<file path="src/rtl/axicb_pkg.sv">
// Shared crossbar helpers.
//   axicb_idx_t          : requester index type, wide enough for the largest crossbar (8).
//   axicb_idx_w()        : index width for a given requester count, minimum 1 bit.
//   axicb_onehot_to_idx(): index of the lowest set bit of a (zero-padded) one-hot vector.
package axicb_pkg;

    localparam int unsigned AXICB_MAX_REQ = 8;

    typedef logic [2:0] axicb_idx_t;

    function automatic int unsigned axicb_idx_w(input int unsigned n);
        return (n > 1) ? $clog2(n) : 1;
    endfunction

    // Lowest set bit wins so a malformed multi-hot grant still maps to one requester.
    function automatic axicb_idx_t axicb_onehot_to_idx(input logic [AXICB_MAX_REQ-1:0] oh);
        axicb_idx_t idx;
        logic       found;
        idx   = '0;
        found = 1'b0;
        for (int unsigned i = 0; i < AXICB_MAX_REQ; i++) begin
            if (oh[i] && !found) begin
                idx   = axicb_idx_t'(i);
                found = 1'b1;
            end
        end
        return idx;
    endfunction

endpackage

</file>
<file path="src/rtl/axicb_order_fifo.sv">
// Generic synchronous FIFO with wrap-bit pointers.
//   aclk, areset (async, active-high), srst (sync clear, priority over push/pop)
//   push/din   : write when not full
//   pop/dout   : dout is the head entry; pop advances when not empty
//   full/empty : pointer-derived, no combinational path from push/pop
//   cnt        : occupancy, $clog2(DEPTH)+1 bits
module axicb_order_fifo #(
    parameter int unsigned DEPTH = 4,
    parameter int unsigned WIDTH = 2
) (
    input  logic                       aclk,
    input  logic                       areset,
    input  logic                       srst,
    input  logic                       push,
    input  logic [WIDTH-1:0]           din,
    input  logic                       pop,
    output logic [WIDTH-1:0]           dout,
    output logic                       full,
    output logic                       empty,
    output logic [$clog2(DEPTH):0]     cnt
);

    localparam int unsigned AW = $clog2(DEPTH);

    logic [WIDTH-1:0] mem [DEPTH];
    logic [AW:0]      wp;
    logic [AW:0]      rp;
    logic             push_ok;
    logic             pop_ok;

    assign empty   = (wp == rp);
    assign full    = (wp[AW-1:0] == rp[AW-1:0]) && (wp[AW] != rp[AW]);
    assign cnt     = wp - rp;
    assign push_ok = push & ~full;
    assign pop_ok  = pop & ~empty;
    assign dout    = mem[rp[AW-1:0]];

    always_ff @(posedge aclk or posedge areset) begin
        if (areset) begin
            wp <= '0;
            rp <= '0;
        end else if (srst) begin
            wp <= '0;
            rp <= '0;
        end else begin
            if (push_ok) wp <= wp + 1'b1;
            if (pop_ok)  rp <= rp + 1'b1;
        end
    end

    // Storage needs no reset: entries are only read between a push and its pop.
    always_ff @(posedge aclk) begin
        if (push_ok && !srst) mem[wp[AW-1:0]] <= din;
    end

endmodule

</file>
<file path="src/rtl/axicb_resp_switch.sv">
// Response-return switch: records arbitration winners in grant order and steers
// the single slave response stream back to them, one burst per entry.
//   aclk, areset (async, active-high), srst (sync clear)
//   grant_valid/grant : arbitration result to record; grant_full holds off the arbiter
//   s_valid/s_ready/s_last/s_data : slave response stream
//   m_valid/m_ready   : per-requester handshake; m_last/m_data are broadcast copies
//   ostd_cnt          : outstanding recorded grants
module axicb_resp_switch
    import axicb_pkg::*;
#(
    parameter int unsigned REQ_NB  = 4,
    parameter int unsigned OSTD_NB = 4,
    parameter int unsigned RESP_W  = 8
) (
    input  logic                        aclk,
    input  logic                        areset,
    input  logic                        srst,
    input  logic                        grant_valid,
    input  logic [REQ_NB-1:0]           grant,
    output logic                        grant_full,
    input  logic                        s_valid,
    output logic                        s_ready,
    input  logic                        s_last,
    input  logic [RESP_W-1:0]           s_data,
    output logic [REQ_NB-1:0]           m_valid,
    input  logic [REQ_NB-1:0]           m_ready,
    output logic                        m_last,
    output logic [RESP_W-1:0]           m_data,
    output logic [$clog2(OSTD_NB):0]    ostd_cnt
);

    localparam int unsigned IW = axicb_idx_w(REQ_NB);

    logic [AXICB_MAX_REQ-1:0] grant_pad;
    axicb_idx_t               grant_idx;
    logic [IW-1:0]            head;
    logic                     full;
    logic                     empty;
    logic                     push;
    logic                     pop;
    logic                     sel_ready;

    always_comb begin
        grant_pad             = '0;
        grant_pad[REQ_NB-1:0] = grant;
    end

    assign grant_idx = axicb_onehot_to_idx(grant_pad);
    assign push      = grant_valid & (|grant);
    assign pop       = s_valid & s_ready & s_last;

    axicb_order_fifo #(
        .DEPTH (OSTD_NB),
        .WIDTH (IW)
    ) u_order_fifo (
        .aclk   (aclk),
        .areset (areset),
        .srst   (srst),
        .push   (push),
        .din    (grant_idx[IW-1:0]),
        .pop    (pop),
        .dout   (head),
        .full   (full),
        .empty  (empty),
        .cnt    (ostd_cnt)
    );

    // Decode head and select its ready in one pass; nothing routes while empty.
    always_comb begin
        m_valid   = '0;
        sel_ready = 1'b0;
        for (int unsigned i = 0; i < REQ_NB; i++) begin
            if (head == IW'(i)) begin
                m_valid[i] = s_valid & ~empty;
                sel_ready  = m_ready[i];
            end
        end
    end

    assign s_ready    = ~empty & sel_ready;
    assign grant_full = full;
    assign m_last     = s_last;
    assign m_data     = s_data;

    a_no_grant_when_full : assert property (
        @(posedge aclk) disable iff (areset) grant_valid |-> !full
    ) else $error("grant_valid issued while order queue full");

    a_grant_onehot : assert property (
        @(posedge aclk) disable iff (areset) grant_valid |-> $onehot0(grant)
    ) else $error("grant not one-hot with grant_valid");

    a_resp_when_empty : assert property (
        @(posedge aclk) disable iff (areset || srst) s_valid |-> !empty
    ) else $warning("s_valid asserted with empty order queue");

endmodule

</file>
<file path="config.mk">
export PLATFORM = sky130hd
export DESIGN_NAME = axicb_resp_switch
export DESIGN_NICKNAME = d
export VERILOG_FILES = /design/src/rtl/axicb_pkg.sv /design/src/rtl/axicb_order_fifo.sv /design/src/rtl/axicb_resp_switch.sv
export SDC_FILE = /design/constraint.sdc
export NUM_CORES = 1
export LEC_CHECK = 0
export CAP_MARGIN = 0
export CORE_MARGIN = 1.5
export CORE_UTILIZATION = 44
export DETAILED_ROUTE_END_ITERATION = 6
export PLACE_DENSITY = 0.93
export SLEW_MARGIN = 20
export SYNTH_ARGS = -nofsm -noshare
export SYNTH_HDL_FRONTEND = slang
export SYNTH_SLANG_ARGS = --single-unit
export TNS_END_PERCENT = 5
</file>
<file path="constraint.sdc">
create_clock -name aclk -period 4.05 [get_ports aclk]
set_clock_uncertainty 0.1 [all_clocks]
set_input_delay 0.81 -clock aclk [delete_from_list [all_inputs] [get_ports aclk]]
set_output_delay 0.81 -clock aclk [all_outputs]
set_load 0.02 [all_outputs]
</file>
==> results of run 1 <==
critical path: cells and delay by family, from the launching register on:
kind,cells,cell delay (ns)
buffers and inverters,1,0.62
flip-flops,1,0.49
multiplexers,3,1.07
AND/OR/NAND/NOR,1,0.11
report_power, final:
| group | internal [mW] | switching [mW] |
|---|---|---|
| Combinational | 0.0409 | 0.0440 |
| Sequential | 0.156 | 0.00448 |
| Clock | 0.0358 | 0.0461 |
| Total | 0.233 | 0.0946 |
layer usage:
metal,vias to the layer above,GRT usage [%]
met5,-,0
met4,0,10.48
met2,25,32.87
met3,9,3.704
met1,325,17.18
li1,327,-
worst paths after layout:
check,start,endpoint,slack [ns],depth (start not counted)
worst max register to register,u_order_fifo.rp[0]$_DFFE_PP0P_,u_order_fifo.rp[2]$_DFFE_PP0P_,1.75,5
worst min-delay path,u_order_fifo.wp[2]$_DFFE_PP0P_,u_order_fifo.wp[2]$_DFFE_PP0P_,0.49,2
worst min register to register,u_order_fifo.wp[2]$_DFFE_PP0P_,u_order_fifo.wp[2]$_DFFE_PP0P_,0.49,2
max in group asynchronous,areset,u_order_fifo.rp[2]$_DFFE_PP0P_,3.02,2
worst max-delay path,u_order_fifo.rp[0]$_DFFE_PP0P_,s_ready,0.57,5
min in group asynchronous,areset,u_order_fifo.wp[0]$_DFFE_PP0P_,0.63,2
stage by stage:
stage | total power, mW | util [%] | setup WS [ns] | cell area (µm²) | hold slack (ns)
6_report | 0.3275 | 57.78 | 0.5709 | 1134 | 0.4860
3_3_place_gp | 0.2438 | 56.44 | 0.8264 | 1107 | 0.4458
3_5_place_dp | 0.2489 | 56.44 | 0.7690 | 1107 | 0.4538
4_1_cts | 0.3286 | 57.78 | 0.5677 | 1134 | 0.4808
2_1_floorplan | 0.2210 | - | 1.413 | 910.9 | 0.4238
5_1_grt | 0.3419 | 57.78 | 0.4786 | 1134 | 0.5235
state kept, by name, indices dropped and copies added, names as in the netlist:
register and count:
u_order_fifo.rp 3, u_order_fifo.mem 8, u_order_fifo.wp 3
layout make-up:
type                    count  area [µm²]
repair buffers             23       230.2
well taps                  27       33.78
fillers                   163       828.3
clock inverters             1       3.754
multi-input cells          55       419.2
inverters                   9       33.78
clock buffers               3       22.52
flip-flops and latches     14       390.4
cells in the mapped netlist:
library cell,instances
edfxtp_1,8
nand2_1,4
o21ai_0,3
fa_1,1
nor2_1,10
or3b_1,1
or3_1,1
buf_4,9
nor2b_1,1
or4_1,1
inv_1,9
o31ai_1,1
mux2_4,1
o41ai_1,1
and2_1,4
mux4_2,2
a21oi_1,5
ha_1,7
mux2i_1,2
xor2_1,3
xnor2_1,1
o21a_1,1
a31oi_1,1
dfrtp_1,6
nor3_1,4
kinds of logic (layout without fill, tap and decap cells):
family	Yosys count	count (layout)	synth area share [%]
buffers and inverters	18	36	11.13
flip-flops	14	14	42.86
multiplexers	5	5	8.790
AO/OA/AOI/OAI	12	12	7.693
XOR/XNOR	4	4	3.847
AND/OR/NAND/NOR	26	26	13.87
adder cells (fa/ha/maj)	8	8	11.81
==> impl_metrics.py, run 1 <==
metrics = {
    "outcome": {
        "status": "finished, final reports clean",
    },
    "synthesis": {
        "synth.top_cell.area_share_pct": 26.37,
        "ys_warn_count": 0,
        "synth.largest_area_cell": "edfxtp_1",
        "synth_seq_area_share_pct": 42.86,
        "yosys-top-cells-area": "edfxtp_1 (26%), dfrtp_1 (16%), ha_1 (9.6%), buf_4 (7.4%), mux4_2 (4.9%)",
        "synth_cell_types": 25,
        "ys_ff_latch": 14,
        "synthCells": 87,
        "synth_nets": 117,
        "avgSynthCellArea_um2": 10.47,
        "netlist_area_um2": 910.9,
    },
    "drt": {
        "dr.pass1.iters": 4,
        "drt_iter0_markers": 15,
        "ant_nets": 0,
        "drt-met1-wl_um": 674,
        "vias": 686,
        "vias_per_cell": 5.197,
        "met2WireLength_um": 1002,
        "routed_wl_um": 1840,
        "drcViolationCount": 0,
        "wire_per_inst_um": 13.94,
        "top_layer": "met4",
        "met3_length_um": 109,
    },
    "global_route": {
        "grt_first_pass_wirelength_um": 3077,
        "grt_pass1_vias": 699,
        "grt_max_degree": 9,
        "grtUsageTotal_pct": 17.37,
        "gr-total-overflow": 0,
        "antenna_found_initial": 0,
    },
    "cts": {
        "post_cts_resized": 0,
        "clock-root-buffer": "clkbuf_4",
        "clkSlewWorstSetupHoldPaths_ns": 0.08,
        "cts.sinks": 14,
        "cts_inserted_buffers": 3,
        "cts-hold-fix-buffers": 0,
        "clk_path_buf_depth": 2,
        "cts_setup_buffers": 0,
        "htree_levels": 1,
        "insertion_delay_ns": 0.29,
        "cts_tree": "yes",
    },
    "flow_run": {
        "drv_cap": 0,
    },
    "critical_path": {
        "cp_slowest_cell": "mux4_2",
        "endpoint_kind": "primary output",
        "crit_fanout": 7,
        "crit_chain": "mux4_2 -> mux2i_1 -> mux2_4 -> nor2_1 -> clkdlybuf4s50_1",
        "worstSetupStartpointType": "register",
        "cp_data_arrival_time_ns": 2.57,
        "critPathMaxStageDelay_ns": 0.62,
        "cp.required_ns": 3.14,
        "path_class": "register to primary output",
    },
    "floorplan": {
        "die_w_um": 48.50,
        "io_pins": 40,
        "start_util_pct": 46.43,
        "fp-row-count": 16,
        "core-area_mm2": 0.001962,
        "dieArea_mm2": 0.002352,
        "die_height_um": 48.50,
    },
    "layout": {
        "mostFrequentLayoutCell": "clkdlybuf4s50_1",
        "drive_above_1_share_pct": 5.714,
        "diodes": 0,
        "synthToLayoutAreaGrowth_pct": 24.45,
        "final_nets": 136,
        "layout_common_cells": "clkdlybuf4s50_1 (23), nor2_1 (10), inv_1 (9)",
        "finalNonFillerCells": 132,
    },
    "timing": {
        "finalSetupViolCount": 0,
        "rsz0062_at_grt": "false",
        "worst_pin_slew_ns": 0.5067,
        "finalHoldViolCount": 0,
        "fin_crit_sh_pct": 85.90,
        "fin_crit_ns": 3.479,
        "slew_viol_final": 0,
        "setup-tns-final_ns": 0,
        "max_freq_ghz": 0.2874,
        "max_slew_margin_pct": 66.11,
    },
    "placed_design": {
        "routabilityCongestion": 0.7736,
        "dp_hpwl_um": 1519,
        "dp_cells": 128,
        "port_buffers": 23,
    },
    "pwr": {
        "power.leakage_nw": 0.4739,
        "worst_ir_drop_vdd_uv": 142.7,
        "cellPowerDensity_mw_per_mm2": 288.9,
    },
    "hold_path": {
        "min_path_type": "register to register",
    },
}
(Power assumes the default switching activity.)
==> inputs of run 2 (changes only) <==
SLEW_MARGIN = default   (was 20)
==> results of run 2 <==
The final DEF is identical to that of run 1; final timing and power are the same.
